[config.mk]
export PLATFORM = sky130hd
export DESIGN_NAME = descriptor_builder
export DESIGN_NICKNAME = d
export VERILOG_FILES = /design/src/rtl/sift_pkg.sv /design/src/rtl/descriptor_builder.sv
export SDC_FILE = /design/constraint.sdc
export NUM_CORES = 1
export LEC_CHECK = 0
export BUFFER_PORTS_ARGS = -buffer_cell sky130_fd_sc_hd__buf_2
export CAP_MARGIN = 30
export CORE_AREA = 3 3 162 164
export CTS_CLUSTER_DIAMETER = 150
export CTS_CLUSTER_SIZE = 20
export DETAILED_ROUTE_END_ITERATION = 10
export DIE_AREA = 0 0 165 167
export HOLD_SLACK_MARGIN = 0.02
export MAX_ROUTING_LAYER = met4
export PLACE_DENSITY_LB_ADDON = 0.1
export SLEW_MARGIN = 40
export SYNTH_ARGS = -nofsm -noshare
export SYNTH_HDL_FRONTEND = slang
export SYNTH_SLANG_ARGS = --single-unit
[constraint.sdc]
create_clock -name clk_in -period 2.5 [get_ports clk_in]
set_input_delay 0.125 -clock clk_in [delete_from_list [all_inputs] [get_ports clk_in]]
set_output_delay 0.125 -clock clk_in [all_outputs]
set_load 0.02 [all_outputs]
[src/rtl/sift_pkg.sv]
// Shared definitions for the SIFT descriptor pipeline: histogram word layout
// and the descriptor builder state encoding.
package sift_pkg;

    localparam int HIST_BINS  = 8;
    localparam int BIN_BITS   = 3;
    localparam int HIST_WIDTH = HIST_BINS * BIN_BITS;
    localparam int SUBPATCHES = 4;

    typedef enum logic [2:0] {
        IDLE,
        FETCH,
        SUB_START,
        SUB_WAIT,
        WRITE,
        FINISH
    } desc_state_t;

endpackage

[src/rtl/descriptor_builder.sv]
// Descriptor builder: walks the keypoint BRAM, runs the neighbouring
// histogram engine once per 2x2 subpatch and writes the four concatenated
// histograms as one descriptor word per keypoint. Keypoints whose patch would
// cross the image border get an all-zero descriptor and are counted as skipped.
module descriptor_builder #(
    parameter int WIDTH         = 64,
    parameter int HEIGHT        = 64,
    parameter int MAX_KEYPOINTS = 64,
    parameter int PATCH_SIZE    = 4,
    parameter int HIST_WIDTH    = sift_pkg::HIST_WIDTH,
    parameter int BRAM_LATENCY  = 2,
    localparam int XW = $clog2(WIDTH),
    localparam int YW = $clog2(HEIGHT),
    localparam int KA = $clog2(MAX_KEYPOINTS)
) (
    input  logic                    clk_in,
    input  logic                    rst_in,
    input  logic                    start,
    input  logic [KA:0]             num_keypoints,
    output logic [KA-1:0]           kp_read_addr,
    input  logic [XW+YW-1:0]        kp_data_in,
    output logic                    hist_start,
    output logic [XW-1:0]           hist_x,
    output logic [YW-1:0]           hist_y,
    input  logic [HIST_WIDTH-1:0]   hist_in,
    input  logic                    hist_done,
    output logic                    desc_wea,
    output logic [KA-1:0]           desc_addr,
    output logic [4*HIST_WIDTH-1:0] desc_data,
    output logic [KA:0]             skipped_count,
    output logic                    busy,
    output logic                    done
);

    import sift_pkg::*;

    localparam int HALF = PATCH_SIZE / 2;
    // Wide enough to hold BRAM_LATENCY even when it is 0 or a power of two
    localparam int LW   = $clog2(BRAM_LATENCY + 2);

    desc_state_t             state_reg;
    logic [KA:0]             count_reg;
    logic [KA:0]             idx_reg;
    logic [XW-1:0]           kx_reg;
    logic [YW-1:0]           ky_reg;
    logic                    kp_valid_reg;
    logic [1:0]              sub_reg;
    logic [LW-1:0]           wait_reg;
    logic [4*HIST_WIDTH-1:0] acc_reg;

    logic [KA:0]             count_clamped;
    logic [KA:0]             idx_next;
    logic [XW:0]             kx_far;
    logic [YW:0]             ky_far;
    logic                    kp_outside;
    logic [XW:0]             sub_x_wide;
    logic [YW:0]             sub_y_wide;
    logic [4*HIST_WIDTH-1:0] acc_merged;

    // Requests beyond the BRAM depth are limited to the BRAM depth
    assign count_clamped = (num_keypoints > (KA+1)'(MAX_KEYPOINTS))
                         ? (KA+1)'(MAX_KEYPOINTS) : num_keypoints;
    assign idx_next      = idx_reg + (KA+1)'(1);

    // Border test is one bit wider than the coordinates so 63+4 cannot wrap
    assign kx_far     = {1'b0, kx_reg} + (XW+1)'(PATCH_SIZE);
    assign ky_far     = {1'b0, ky_reg} + (YW+1)'(PATCH_SIZE);
    assign kp_outside = (kx_far > (XW+1)'(WIDTH)) || (ky_far > (YW+1)'(HEIGHT));

    // Subpatch origin: bit 0 of sub selects the right column, bit 1 the bottom row
    assign sub_x_wide = {1'b0, kx_reg} + (sub_reg[0] ? (XW+1)'(HALF) : '0);
    assign sub_y_wide = {1'b0, ky_reg} + (sub_reg[1] ? (YW+1)'(HALF) : '0);

    // Accumulator with the incoming histogram dropped into slice sub
    generate
        for (genvar gi = 0; gi < SUBPATCHES; gi++) begin : g_slice
            assign acc_merged[gi*HIST_WIDTH +: HIST_WIDTH] =
                (sub_reg == 2'(gi)) ? hist_in : acc_reg[gi*HIST_WIDTH +: HIST_WIDTH];
        end
    endgenerate

    // Pass sequencer: fetch keypoint, four histogram calls, one descriptor write
    always_ff @(posedge clk_in) begin
        if (rst_in) begin
            state_reg     <= IDLE;
            count_reg     <= '0;
            idx_reg       <= '0;
            kx_reg        <= '0;
            ky_reg        <= '0;
            kp_valid_reg  <= 1'b0;
            sub_reg       <= '0;
            wait_reg      <= '0;
            acc_reg       <= '0;
            kp_read_addr  <= '0;
            hist_start    <= 1'b0;
            hist_x        <= '0;
            hist_y        <= '0;
            desc_wea      <= 1'b0;
            desc_addr     <= '0;
            desc_data     <= '0;
            skipped_count <= '0;
            busy          <= 1'b0;
            done          <= 1'b0;
        end else begin
            hist_start <= 1'b0;
            desc_wea   <= 1'b0;
            done       <= 1'b0;
            case (state_reg)
                IDLE: begin
                    if (start) begin
                        count_reg     <= count_clamped;
                        idx_reg       <= '0;
                        skipped_count <= '0;
                        acc_reg       <= '0;
                        kp_valid_reg  <= 1'b0;
                        busy          <= 1'b1;
                        kp_read_addr  <= '0;
                        wait_reg      <= LW'(BRAM_LATENCY);
                        state_reg     <= (count_clamped == '0) ? FINISH : FETCH;
                    end
                end
                FETCH: begin
                    // Count out the BRAM latency, latch the coordinates, then decide
                    if (wait_reg != '0) begin
                        wait_reg <= wait_reg - LW'(1);
                    end else if (!kp_valid_reg) begin
                        kx_reg       <= kp_data_in[XW+YW-1 -: XW];
                        ky_reg       <= kp_data_in[YW-1:0];
                        kp_valid_reg <= 1'b1;
                    end else begin
                        kp_valid_reg <= 1'b0;
                        if (kp_outside) begin
                            acc_reg       <= '0;
                            skipped_count <= skipped_count + (KA+1)'(1);
                            state_reg     <= WRITE;
                        end else begin
                            sub_reg   <= '0;
                            state_reg <= SUB_START;
                        end
                    end
                end
                SUB_START: begin
                    hist_x     <= sub_x_wide[XW-1:0];
                    hist_y     <= sub_y_wide[YW-1:0];
                    hist_start <= 1'b1;
                    state_reg  <= SUB_WAIT;
                end
                SUB_WAIT: begin
                    if (hist_done) begin
                        acc_reg <= acc_merged;
                        if (sub_reg == 2'd3) begin
                            state_reg <= WRITE;
                        end else begin
                            sub_reg   <= sub_reg + 2'd1;
                            state_reg <= SUB_START;
                        end
                    end
                end
                WRITE: begin
                    desc_wea  <= 1'b1;
                    desc_addr <= idx_reg[KA-1:0];
                    desc_data <= acc_reg;
                    idx_reg   <= idx_next;
                    if (idx_next == count_reg) begin
                        state_reg <= FINISH;
                    end else begin
                        kp_read_addr <= idx_next[KA-1:0];
                        wait_reg     <= LW'(BRAM_LATENCY);
                        state_reg    <= FETCH;
                    end
                end
                FINISH: begin
                    done      <= 1'b1;
                    busy      <= 1'b0;
                    state_reg <= IDLE;
                end
                default: state_reg <= IDLE;
            endcase
        end
    end

endmodule

==> flow_metrics.env <==
export IMPL_drtAntennaViolNets=0
export IMPL_crit_fanout=7
export IMPL_crit_type="register to register"
export IMPL_drcViolationCount=0
export IMPL_yosysSeqAreaShare_pct=52.7
export IMPL_dpl_hpwl_um=18800
export IMPL_power_per_cell_area_nw_per_um2=734
export IMPL_postSynthCellCount=1247
export IMPL_start_util_pct=39.6
export IMPL_gp_congestion=0.824
export IMPL_grt_max_degree=113
export IMPL_max_freq_mhz=428
export IMPL_synth_distinct_cells=48
export IMPL_instances_no_fill=1751
export IMPL_setup_violations=0
export IMPL_hold_violations=0
export IMPL_die_y_um=167
export IMPL_drtPass1Iterations=5
export IMPL_synth_edf_count=0
export IMPL_finalMaxSlewViolations=0
export IMPL_ys_seq_elements=261
export IMPL_critPathMaxStageDelay_ns=0.72
export IMPL_syn_area_per_cell_sq_um=7.95
export IMPL_worstSetupEndpointType="register"
export IMPL_crit_buf_inv=0
export IMPL_final_nets=1479
export IMPL_slew_headroom_pct=51.6
export IMPL_r2r_slack_ns=0.16
export IMPL_antenna_found_initial=0
export IMPL_viasPerCell=5.15
export IMPL_cts_setup_buffers=0
export IMPL_track_usage_pct=21.3
export IMPL_finalSetupTns_ns=0
export IMPL_grt_pass1_vias=8613
export IMPL_synth_fp_nets=1305
export IMPL_clockBufferDepth=3
export IMPL_drt_iter0_markers=654
export IMPL_vdd_ir_drop_max_v=0.000617
export IMPL_cpMostUsedCell="and3_1"
export IMPL_path_clk_slew_ns=0.08
export IMPL_synth_warning_count=0
export IMPL_worstMarginPinSlew_ns=0.723
export IMPL_min_period_ns=2.34
export IMPL_cts_resized=0
export IMPL_dp_cells=1687
export IMPL_arrival_ns=2.69
export IMPL_crit_end="wait_reg[1]"
export IMPL_fillerInstances=2567
export IMPL_drive_gt1_share_pct=16.5
export IMPL_async_flop_share_pct=0
export IMPL_synth_ff_type="dfxtp_1"
export IMPL_antennaDiodeCount=0
export IMPL_grt_pass1_wl_um=46300
export IMPL_p_leak_uw=0.00456
export IMPL_clock_root_buffer="clkbuf_16"
export IMPL_rr_endpoint="wait_reg[1]"
export IMPL_clock_latency_ns=0.49
export IMPL_io_buffers=177
export IMPL_fin_crit_sh_pct=93.4
export IMPL_wl_per_cell_um=16.6
export IMPL_synth_cell_area_sq_um=9910
export IMPL_ios=178
export IMPL_critPathSlowestCell="or4_1"
export IMPL_core_area_sq_um=25000
export IMPL_die_area_sq_um=27600
export IMPL_cts_tree="done"
export IMPL_rows=58
export IMPL_critPathTopFamily="simple AND/OR/NAND/NOR gates"
export IMPL_reg2reg_from="idx_reg[1]"
export IMPL_cp_start_kind="register"
export IMPL_worstPathCellList="ha_1, and3_1, and3_1, nor2_1, or4_1, a31oi_1, a211oi_1"
export IMPL_worst_path_stages=7
export IMPL_r2r_cells=7
export IMPL_skew_ns=0.0191
export IMPL_h_tree_depth=1
export IMPL_hold_buffers=45
export IMPL_cp_data_required_time_ns=2.86
export IMPL_wirelength_um=29000
export IMPL_cts_made_buffers=17
export IMPL_startpoint="idx_reg[1]"
export IMPL_area_delta_synth_final_pct=22.2
export IMPL_drv_cap=0
export IMPL_overflow=0
export IMPL_cts_sinks=261
export IMPL_status="finished, final reports clean"
export IMPL_vias=9015
export IMPL_hp_class="input port to register"
export IMPL_rsz0062_at_grt="no"
export IMPL_die_w_um=165
==> power by group <==
part	internal (uW)	switching (uW)	total (uW)
combinational	546	1300	1850
clock	1250	1420	2660
sequential	4280	97.7	4380
==> routing by layer <==
metal,up-vias,part of all wire (%),GRT usage [%]
li1,4513,-,-
met1,4253,47,28.6
met2,207,46,34.0
met3,42,4.4,2.44
met4,0,2.9,5.76
met5,-,0,-
==> cell usage in the layout (no fill, tap or decap), types with 3 or more instances in the layout <==
master,count
a211oi_1,9
a21oi_1,233
a22o_1,5
a31oi_1,3
and3_1,5
buf_12,8
buf_2,176
buf_4,21
clkbuf_16,17
dfxtp_1,261
dlygate4sd3_1,45
ha_1,11
inv_1,8
mux2i_1,3
nand2_1,357
nand2b_1,10
nand3_1,108
nand3b_1,3
nand4_1,7
nor2_1,42
nor3_1,5
nor4_1,3
o211ai_1,4
o21a_1,5
o21ai_0,10
o22ai_1,3
o32ai_1,3
xnor2_1,9
xor2_1,12
==> per-stage QoR <==
| stage | util [%] | hold WS (ns) | total power, uW | setup slack (ns) | cell area (sq um) |
|---|---|---|---|---|---|
| 6_report | 48.4 | 0.143 | 8890 | 0.165 | 12100 |
| 3_3_place_gp | 44.7 | 0.356 | 6260 | 0.261 | 11200 |
| 2_1_floorplan | - | 0.251 | 5530 | 0.356 | 9910 |
| 4_1_cts | 48.4 | 0.109 | 9000 | 0.203 | 12100 |
| 5_1_grt | 48.4 | 0.158 | 9310 | 0.0317 | 12100 |
| 3_5_place_dp | 44.8 | 0.359 | 6290 | 0.219 | 11200 |
==> Yosys cell counts, drive strengths merged (4+ instances only) <==
master / count / area share [%]
nand2: 357 / 14
dfxtp: 261 / 53
a21oi: 234 / 12
nand3: 108 / 5.5
clkbuf: 82 / 3.1
nor2: 43 / 1.6
buf: 14 / 0.67
o21ai: 14 / 0.71
xor2: 12 / 1.1
ha: 11 / 1.4
a211oi: 10 / 0.81
nand2b: 10 / 0.63
xnor2: 9 / 0.80
inv: 8 / 0.30
nand4: 7 / 0.44
nor3: 6 / 0.30
a22o: 5 / 0.44
and3: 5 / 0.32
o21a: 5 / 0.38
o211ai: 4 / 0.30
==> worst reg2reg max path, stage by stage (launching register included) <==
cell and delay (ns):
dfxtp_1 0.39, ha_1 0.22, and3_1 0.28, and3_1 0.23, nor2_1 0.06, or4_1 0.72, a31oi_1 0.24, a211oi_1 0.06
==> kinds of logic after synthesis <==
logic type	count (synthesis)	synth area share, %
compound gates	292	16.1
mux	3	0.303
flops	261	52.7
fa+ha+maj	11	1.39
xor+xnor	21	1.86
simple gates	554	23.5
buf+inv	105	4.13
==> final cells by class <==
| type | count | area (sq um) | share of cell area, % |
|---|---|---|---|
| sequential | 261 | 5230 | 43.1 |
| multi-input combinational | 881 | 4330 | 35.7 |
| timing repair buffer | 251 | 1660 | 13.7 |
| clock buffer | 18 | 429 | 3.54 |
| tap | 330 | 413 | 3.41 |
| inverter | 9 | 33.8 | 0.279 |
| clock inverter | 1 | 20.0 | 0.165 |
==> worst min path at each step <==
stage | from | endpoint | slack [ns] | depth (start not counted)
6_report | start | busy | 0.14 | 5
5_1_grt | start | busy | 0.16 | 5
4_1_cts | start | busy | 0.11 | 5
3_5_place_dp | num_keypoints[2] | count_reg[2] | 0.36 | 2
3_3_place_gp | num_keypoints[2] | count_reg[2] | 0.36 | 2
2_1_floorplan | num_keypoints[0] | count_reg[0] | 0.25 | 1
(Power assumes the default switching activity.)
